**config.mk**
```make
export PLATFORM = sky130hd
export DESIGN_NAME = pipe_hfilter
export DESIGN_NICKNAME = d
export VERILOG_FILES = /design/src/rtl/pipe_hfilter.sv
export SDC_FILE = /design/constraint.sdc
export NUM_CORES = 1
export LEC_CHECK = 0
export CAP_MARGIN = 20
export CORE_MARGIN = 1.5
export CORE_UTILIZATION = 42
export CTS_CLUSTER_SIZE = 28
export DETAILED_ROUTE_END_ITERATION = 12
export PLACE_DENSITY = 0.64
export SLEW_MARGIN = 20
export SYNTH_ARGS = -nofsm -noshare
export SYNTH_HDL_FRONTEND = slang
export SYNTH_SLANG_ARGS = --single-unit
export TNS_END_PERCENT = 100
```
**constraint.sdc**
```tcl
create_clock -name clk -period 8.4 [get_ports clk]
set_input_delay 2.1 -clock clk [delete_from_list [all_inputs] [get_ports clk]]
set_output_delay 2.1 -clock clk [all_outputs]
set_load 0.005 [all_outputs]
```
**src/rtl/pipe_hfilter.sv**
```systemverilog
// Purpose : 3-tap [1 2 1]/4 horizontal smoothing filter that pulls pixels from the
//           generic pipe (req/ack) and emits filtered pixels with an end-of-line marker.
// Latency : output k becomes valid the cycle after the pipe transfer of pixel k+1;
//           the last pixel of a line follows one accepted output later.
// Backpressure: out_ready low holds out_data/out_last and stops pipe reads (req=0).
//
// Ports:
//   clk            system clock, rising edge
//   rst            synchronous active-high reset
//   pipe_read_req  request a word from the pipe (high only in FETCH)
//   pipe_read_ack  pipe presents a valid word this cycle
//   pipe_read_data pixel from the pipe, sampled on the req&&ack edge
//   out_valid      out_data is valid
//   out_ready      downstream accepts the current output
//   out_data       filtered pixel
//   out_last       final pixel of a line
module pipe_hfilter #(
    parameter int LENGTH     = 18,
    parameter int LINE_WIDTH = 640,
    parameter int COL_W      = 16
) (
    input  logic              clk,
    input  logic              rst,
    output logic              pipe_read_req,
    input  logic              pipe_read_ack,
    input  logic [LENGTH-1:0] pipe_read_data,
    output logic              out_valid,
    input  logic              out_ready,
    output logic [LENGTH-1:0] out_data,
    output logic              out_last
);

    typedef enum logic [1:0] {
        FETCH = 2'd0,
        EMIT  = 2'd1,
        EDGE  = 2'd2
    } state_t;

    localparam logic [COL_W-1:0] LAST_COL = COL_W'(LINE_WIDTH - 1);
    localparam logic [COL_W-1:0] COL_ONE  = COL_W'(1);

    state_t            state, state_nxt;
    logic [COL_W-1:0]  col, col_nxt;
    logic [LENGTH-1:0] prev, prev_nxt;
    logic [LENGTH-1:0] cur, cur_nxt;
    logic [LENGTH-1:0] data_q, data_nxt;
    logic              last_q, last_nxt;
    logic              edge_pend, edge_pend_nxt;

    logic              pipe_xfer;
    logic              out_xfer;

    // (a + 2b + c + 2) >> 2 evaluated with two guard bits; the maximum sum is
    // 4*(2^LENGTH-1)+2 which fits, and the shifted result fits in LENGTH bits.
    function automatic logic [LENGTH-1:0] smooth(
        input logic [LENGTH-1:0] a,
        input logic [LENGTH-1:0] b,
        input logic [LENGTH-1:0] c
    );
        logic [LENGTH+1:0] sum;
        sum = {2'b00, a} + {1'b0, b, 1'b0} + {2'b00, c} + (LENGTH+2)'(2);
        return sum[LENGTH+1:2];
    endfunction

    // Request is gated by rst so it is already low in the reset cycle itself.
    assign pipe_read_req = (state == FETCH) && !rst;
    assign out_valid     = (state != FETCH);
    assign out_data      = data_q;
    assign out_last      = last_q;

    assign pipe_xfer = pipe_read_req && pipe_read_ack;
    assign out_xfer  = out_valid && out_ready;

    always_comb begin
        state_nxt     = state;
        col_nxt       = col;
        prev_nxt      = prev;
        cur_nxt       = cur;
        data_nxt      = data_q;
        last_nxt      = last_q;
        edge_pend_nxt = edge_pend;

        unique case (state)
            FETCH: begin
                if (pipe_xfer) begin
                    if (col == '0) begin
                        // Line start: replicate the first pixel into the left tap.
                        prev_nxt = pipe_read_data;
                        cur_nxt  = pipe_read_data;
                        col_nxt  = COL_ONE;
                    end else begin
                        data_nxt  = smooth(prev, cur, pipe_read_data);
                        last_nxt  = 1'b0;
                        prev_nxt  = cur;
                        cur_nxt   = pipe_read_data;
                        state_nxt = EMIT;
                        if (col == LAST_COL) begin
                            // One more output (right edge) owed after this one.
                            edge_pend_nxt = 1'b1;
                            col_nxt       = '0;
                        end else begin
                            col_nxt = col + COL_ONE;
                        end
                    end
                end
            end

            EMIT: begin
                if (out_xfer) begin
                    if (edge_pend) begin
                        // Right edge: replicate the last pixel into the right tap.
                        data_nxt      = smooth(prev, cur, cur);
                        last_nxt      = 1'b1;
                        edge_pend_nxt = 1'b0;
                        state_nxt     = EDGE;
                    end else begin
                        state_nxt = FETCH;
                    end
                end
            end

            EDGE: begin
                if (out_xfer) begin
                    state_nxt = FETCH;
                end
            end

            default: begin
                state_nxt = FETCH;
            end
        endcase
    end

    always_ff @(posedge clk) begin
        if (rst) begin
            state     <= FETCH;
            col       <= '0;
            prev      <= '0;
            cur       <= '0;
            data_q    <= '0;
            last_q    <= 1'b0;
            edge_pend <= 1'b0;
        end else begin
            state     <= state_nxt;
            col       <= col_nxt;
            prev      <= prev_nxt;
            cur       <= cur_nxt;
            data_q    <= data_nxt;
            last_q    <= last_nxt;
            edge_pend <= edge_pend_nxt;
        end
    end

endmodule
```
# Word-level counts from Yosys, hierarchy flattened
# Index checks and enable logic that the tools add are counted.
[totals] regBits=74 input_bits=22
[classes] addsub=6 eq_ne=9 mux=24 n_reduce_logical=12
[ops] cell="$mux 18" count=5
[ops] cell="$add 20x18->20" count=2
[ops] cell="$add 20x2->20 const B" count=2
[ops] cell="$pmux 18 s2" count=1
[ops] cell="$mux 16" count=2
[ops] cell="$add 18x19->20" count=1
[ops] cell="$add 16x1->16 const B" count=1
[ops] cell="$eq 16x10->1 const B" count=1
[ops] cell="$logic_not 16->1" count=1
[ops] cell="$mux 2" count=5
[ops] cell="$ne 2x2->1 const B" count=5
[ops] cell="$reduce_and 5->1" count=2
[ops] cell="$mux 1" count=8
[ops] cell="$pmux 2 s3" count=1
[ops] cell="$pmux 1 s2" count=2
[ops] cell="$reduce_and 4->1" count=1
[ops] cell="$reduce_bool 2->1" count=2
[ops] cell="$logic_and 1x1->1" count=3
[ops] cell="$eq 2x1->1 const B" count=1
[ops] cell="$eq 2x2->1 const B" count=1
[ops] cell="$logic_not 2->1" count=1
[ops] cell="$ne 2x1->1 const B" count=1
[ops] cell="$reduce_and 2->1" count=1
[ops] cell="$logic_not 1->1" count=1

# Depth between registers and ports, before layout
# Gate-level depths: netlist of run 1.
[logic_depth] word_depth=6 mapped_depth=20 depth_no_buf=19

# Worst setup path after synthesis of run 1
# OpenSTA, ideal clock, no wires.
[synth_path] path_kind="input port to output port" start="in rst" end="out pipe_read_req" arrival_ns=2.487 required_time_ns=6.300 slack_ns=3.813 cell_stages=2 path_buffers=1 cell_sequence="buf_2 nor3_1"
[synth_between] elab_chain_len=2
[synth_lines] element="start, declared" line_no="23" rtl="input logic rst,"
[synth_lines] element="$logic_not 1->1" line_no="66" rtl="assign pipe_read_req = (state == FETCH) && !rst;"
[synth_lines] element="$logic_and 1x1->1" line_no="66"
[synth_lines] element="end, declared" line_no="24" rtl="output logic pipe_read_req,"
# No other way between the ends.

# Final worst setup path of run 1
# Same ends and word-level chain as after synthesis.

==> summary.txt, run 1 <==
Post-CTS Hold Fix Bufs = 0
setup bufs post-CTS = 0
max_cap viols = 0
Crit path depth = 4
final net count = 912
adder-cell area share of the yosys netlist = 18.92%
Routed WL per cell = 15.77 µm
nature of the critical path endpoint = output port
DP Area = 6588 µm²
R2R Setup Slk = 3.75 ns
Synthesis Warnings = 0
Hold Crit Start = out_data[0]
flops & latches, synth = 74
Mapped Cells = 778
Async S/R FF share, synth = 0%
Fin Hold WS = 0.4722 ns
CP max stage delay = 0.56 ns
drt initial violations = 457
Final Non-Filler Cells = 985
CTS Root Cell = clkbuf_16
compound-gate portion of the synthesized area = 23.45%
core area = 13990 µm²
worst reg2reg path depth = 19
routability cong. = 0.9330
post-synth top area share = 24.40%
number of cells after detailed placement = 969
Total Wirelength = 15530 µm
pre-CTS setup slack = 2.866 ns
r2r endpoint = out_data[17]
Fin. Hold Viols = 0
PwrDens = 156.1 nW/µm²
worst slew pin tran = 1.085 ns
most common cell after layout, fill and taps aside = nand2_1
Peak VDD IR = 106.0 µV
Fin Setup TNS = 0 ns
cells along the critical path = buf_2, buf_4, nor3_1, clkdlybuf4s50_1
initial antenna violation count = 0
Setup-failing EPs final = 0
Max clock buf depth = 2
CTS sink cnt = 74
simple-gate share of the synthesized area = 22.34%
post-route antenna net violation count = 0
Overflow after GRT = 0
minimum clock period = 5.516 ns
Crit path max-delay family = buffers and inverters
share of cells above drive strength 1 = 4.969%
Post-synth EDFFs = 0
final worst path period share = 65.66%
Max Fclk = 181.3 MHz
largest family of logic cells by synthesized area = compound AO/OA/AOI/OAI gates
RSZ-0062 raised after global routing = no
Die Span Y = 123.2 µm
via/cell ratio = 5.822
Crit-path slowest cell = clkdlybuf4s50_1
full die area = 15180 µm²
post-route cell area = 6865 µm²
number of global-route vias before repair = 5343
worst path bufs/invs = 3
Initial Util = 43.40%
Seq/Total Area, Yosys = 24.40%
worst clock skew = 0.007158 ns
Max Fanout on Critical Path = 64
total number of vias = 5735
DRT Pass-1 Iters = 5
Post-Synthesis Cell Area = 6071 µm²
Hold EP = out_data[0]
n_diodes = 0
Synth area leader = dfxtp_1
Die X = 123.2 µm
syn_nets = 890
Hold Path Depth = 2
Boundary Pins = 43
Placement Rows = 43
TritonCTS clock tree = built
first-pass GRT wire length = 26120 µm
post_cts resized = 0
Worst Hold Class = flop to flop
Setup CP Type = input pin to output port
Detail Placement HPWL = 11300 µm
Worst EP required = 6.30 ns
Avg Synthesized Cell Area = 7.803 µm²
Final Slew Violations = 0
Post-Synth XOR/XNOR Area = 7.069%
GR Util All Layers = 21.75%
Clock transition at path regs = 0.06 ns
worst setup margin = 2.884 ns
Skew-Pair Late Insertion Delay = 0.36 ns
reg2reg start = cur[0]
max_slew headroom = 27.67%
multiplexer share of the synthesized area = 0.1649%
outcome = completed
Data arrival, critical path = 3.42 ns
critical path startpoint category = input pin
# port buffers = 42
Area growth, synth to finish = 13.09%
pin count of the biggest net entering global routing = 65
ys flop type = dfxtp_1
P_leak = 2.896 nW
Remaining DRCs = 0
CTS Buf Count = 9
synth top area cells = dfxtp_1 24%, ha_1 18%, nand2_1 6.8%, a21oi_1 5.9%, xnor2_1 4.5%
H-tree depth = 3
Yosys cell types = 65
most frequent cells in the layout = 110 x nand2_1, 87 x ha_1, 74 x dfxtp_1, 72 x a21oi_1, 60 x nor2_1
-- state kept, by name, indices dropped and copies added, names as in the netlist --
signal / flops
col: 16
cur: 18
edge_pend: 1
out_data: 18
out_last: 1
prev: 18
state: 2
-- layout make-up --
type	count	area (µm²)
Clock buffer	9	225.2
Clock inverter	7	52.55
Fill cell	1381	7123
Inverter	20	75.07
Multi-Input combinational cell	650	4368
Sequential cell	74	1481
Tap cell	180	225.2
Timing Repair Buffer	45	437.9
-- worst register-to-register path, stage by stage, from the launching register on --
cell      delay (ns)
dfxtp_1         0.36
ha_1            0.25
fa_1            0.44
a211o_1         0.31
o211ai_1        0.18
a211oi_1        0.16
o21a_1          0.21
o21ai_0         0.17
nand2b_1        0.08
a21oi_1         0.17
xnor2_1         0.18
ha_1            0.28
ha_1            0.39
nand4_1         0.19
o221ai_1        0.24
a21oi_1         0.11
o311ai_0        0.34
nand3_1         0.14
xnor2_1         0.15
a211oi_1        0.22
-- where the power goes --
group	switching, mW	leakage [nW]	internal (mW)
Combinational	0.180	2.16	0.134
Sequential	0.0142	0.602	0.368
Clock	0.174	0.136	0.202
-- worst max path at each step --
| stage | slack (ns) | startpoint | end |
|---|---|---|---|
| floorplan | 3.81 | rst | pipe_read_req |
| global placement | 2.93 | rst | pipe_read_req |
| detailed placement | 2.87 | rst | pipe_read_req |
| CTS | 2.86 | rst | pipe_read_req |
| global route | 2.80 | rst | pipe_read_req |
| finish | 2.88 | rst | pipe_read_req |
-- metal layers --
metal	global-route usage, %	wire (µm)	vias to the layer above
li1	-	-	2873
met1	29.25	7432	2679
met2	35.31	7043	163
met3	3.459	769	20
met4	7.759	284	0
met5	0	0	-
-- kinds of logic (layout without fill, tap and decap cells) --
logic type,after synthesis,in the layout
and+or+nand+nor,289,289
AOI/OAI and AO/OA,221,221
adders and majority gates,90,90
DFF,74,74
buffers and inverters,54,81
xor gates and xnor gates,49,49
muxes,1,1
-- through the flow --
stage / total power [mW] / util [%]
floorplan: 0.6133 / -
global placement: 0.6948 / 47.09
detailed placement: 0.6999 / 47.09
CTS: 1.079 / 49.08
global route: 1.133 / 49.08
finish: 1.072 / 49.08
-- cells in the mapped netlist, drive strengths merged (4+ instances only) --
| library cell | count |
|---|---|
| nand2 | 110 |
| ha | 87 |
| a21oi | 74 |
| dfxtp | 74 |
| nor2 | 61 |
| nand3 | 38 |
| o21ai | 38 |
| xnor2 | 31 |
| a31oi | 25 |
| clkbuf | 24 |
| nor3 | 23 |
| inv | 20 |
| xor2 | 18 |
| a21o | 16 |
| o21a | 13 |
| a211oi | 10 |
| buf | 10 |
| nand2b | 10 |
| nor2b | 8 |
| and3 | 6 |
| nand4 | 6 |
| or2 | 6 |
| a311oi | 5 |
| or3 | 5 |
| a221oi | 4 |
| o211ai | 4 |
| o22ai | 4 |
| o311ai | 4 |
| o31ai | 4 |
Note: power is estimated with default switching activity, not from simulation.
==> run 2: changes to the inputs <==
--- a/config.mk
+++ b/config.mk
@@ -10,7 +10,7 @@
 export CORE_UTILIZATION = 42
 export CTS_CLUSTER_SIZE = 28
 export DETAILED_ROUTE_END_ITERATION = 12
-export PLACE_DENSITY = 0.64
+export PLACE_DENSITY = 0.67
 export SLEW_MARGIN = 20
 export SYNTH_ARGS = -nofsm -noshare
 export SYNTH_HDL_FRONTEND = slang
==> constraint.sdc (replaced) <==
create_clock -name clk -period 4.69 [get_ports clk]
set_input_delay 1.1725 -clock clk [delete_from_list [all_inputs] [get_ports clk]]
set_output_delay 1.1725 -clock clk [all_outputs]
set_load 0.005 [all_outputs]
==> summary.txt, run 2 (same netlist as run 1, synthesis figures left out) <==
final worst path period share = 92.46%
Area growth, synth to finish = 14.12%
RSZ-0062 raised after global routing = no
R2R Setup Slk = 0.35 ns (-3.40 ns)
Setup CP Type = flop to flop
nature of the critical path endpoint = flop
Worst Hold Class = flop to flop
Clock transition at path regs = 0.06 ns (about the same)
area taken by flip-flops and latches = 1481 µm² (unchanged)
Peak VDD IR = 219.4 µV (+110%)
setup bufs post-CTS = 0 (unchanged)
drt initial violations = 354 (-23%)
most frequent cells in the layout = 110 x nand2_1, 85 x ha_1, 74 x dfxtp_1, 71 x a21oi_1, 59 x nor2_1
share of cells above drive strength 1 = 5.824% (+0.86 points)
CTS sink cnt = 74 (unchanged)
Fin. Hold Viols = 0 (unchanged)
Detail Placement HPWL = 10830 µm (-4.2%)
most common cell after layout, fill and taps aside = nand2_1
CTS Root Cell = clkbuf_16
Boundary Pins = 43 (unchanged)
worst reg2reg path depth = 19 (unchanged)
Die Span Y = 123.2 µm (unchanged)
Max clock buf depth = 2 (unchanged)
initial antenna violation count = 0 (unchanged)
final core utilization = 49.53% (+0.45 points)
Overflow after GRT = 0 (unchanged)
n_diodes = 0 (unchanged)
Skew-Pair Late Insertion Delay = 0.35 ns (about the same)
Remaining DRCs = 0 (unchanged)
Critical Path Sink = out_data[17]
max_slew headroom = 32.51% (+4.8 points)
Post-CTS Hold Fix Bufs = 0 (unchanged)
Initial Util = 43.40% (unchanged)
r2r endpoint = out_data[17]
max_cap viols = 0 (unchanged)
Worst EP required = 4.96 ns (-1.34 ns)
Routed WL per cell = 15.01 µm (-4.8%)
CTS Buf Count = 9 (unchanged)
Placement Rows = 43 (unchanged)
FILL cells = 1404 (+1.7%)
PwrDens = 284.8 nW/µm² (+82%)
area taken by multi-input logic gates = 4382 µm² (+0.32%)
total number of vias = 5609 (-2.2%)
full die area = 15180 µm² (unchanged)
P_leak = 2.913 nW (+0.56%)
GR Util All Layers = 20.69% (-1.1 points)
post-route antenna net violation count = 0 (unchanged)
worst slew pin tran = 1.009 ns (-0.07626 ns)
Setup-failing EPs final = 0 (unchanged)
outcome = completed
first-pass GRT wire length = 24610 µm (-5.8%)
via/cell ratio = 5.683 (-2.4%)
Max Fanout on Critical Path = 6 (-91%)
minimum clock period = 4.336 ns
Max Fclk = 230.6 MHz
pin count of the biggest net entering global routing = 64 (-1.5%)
critical path startpoint category = flop
pre-CTS setup slack = 0.1965 ns (-2.670 ns)
Final Slew Violations = 0 (unchanged)
# port buffers = 42 (unchanged)
DRT Pass-1 Iters = 5 (unchanged)
H-tree depth = 3 (unchanged)
final net count = 914 (+0.22%)
number of global-route vias before repair = 4995 (-6.5%)
routability cong. = 0.8759 (-6.1%)
Die X = 123.2 µm (unchanged)
Data arrival, critical path = 4.60 ns (+1.18 ns)
TritonCTS clock tree = built
Fin Setup TNS = 0 ns (unchanged)
Setup crit start = cur[0]
Total Wirelength = 14810 µm (-4.6%)
core area = 13990 µm² (unchanged)
reg2reg start = cur[0]
worst clock skew = 0.009655 ns (+0.002497 ns)
worst setup margin = 0.3537 ns (-2.531 ns)
==> run 2: cell types whose count changed in the layout (fill, tap and decap cells not counted), sizes merged <==
cell and change:
buf +2, bufinv +1, clkbuf +1, clkinv -2
==> run 2: worst max-delay path, stage by stage (launching register included) <==
cell and delay, ns:
dfxtp_1 0.34, ha_1 0.24, fa_2 0.38, a211o_1 0.31, o211ai_1 0.17, a211oi_1 0.15, o21a_1 0.21, o21ai_1 0.13
nand2b_1 0.07, a21oi_1 0.18, xnor2_1 0.18, ha_1 0.28, ha_2 0.37, nand4_1 0.19, o221ai_1 0.23, a21oi_1 0.10
o311ai_1 0.25, nand3_1 0.12, xnor2_1 0.14, a211oi_1 0.22
==> run 2: stage by stage <==
| step | total power, mW | cells | hold WS (ns) | instance area [µm²] |
|---|---|---|---|---|
| finish | 1.973 | 987 | 0.4693 | 6928 |
| global route | 2.093 | 987 | 0.4939 | 6928 |
| CTS | 1.995 | 987 | 0.4722 | 6914 |
| detailed placement | 1.255 | 971 | 0.4631 | 6603 |
| global placement | 1.256 | 971 | 0.4599 | 6603 |
| floorplan | 1.098 | 778 | 0.4596 | 6071 |
==> run 2: layer usage <==
metal,routed length [µm],GRT usage (%),up-vias
li1,-,-,2875
met1,7415,28.70,2598
met2,6482,31.70,112
met3,638,4.613,24
met4,277,6.968,0
met5,0,0,-
==> run 2: what timing repair did <==
item,CTS,global route
endpoints found under the hold margin,0,0
endpoints found under the setup margin,0,2
gates resized for setup,0,7
==> run 2: cell type report <==
class	count	share of cell area [%]
multi-input cells	650	63.25
flip-flops and latches	74	21.38
repair buffers	47	6.538
clock buffers	10	3.450
well taps	180	3.251
inverters	20	1.084
clock inverters	6	1.047
==> run 2: power breakdown <==
part           leakage (nW)  switching (mW)  internal, mW
clock network         0.150           0.294         0.432
registers             0.602          0.0242         0.659
logic                  2.16           0.321         0.244
total                  2.91           0.639          1.33
==> run 2: worst min path at each step <==
stage | slack (ns) | startpoint | to | cells past startpoint
floorplan | 0.46 | prev[10] | prev[10] | 2
global placement | 0.46 | out_data[0] | out_data[0] | 2
detailed placement | 0.46 | out_data[0] | out_data[0] | 2
CTS | 0.47 | out_data[0] | out_data[0] | 2
global route | 0.49 | prev[3] | prev[3] | 2
finish | 0.47 | out_data[0] | out_data[0] | 2
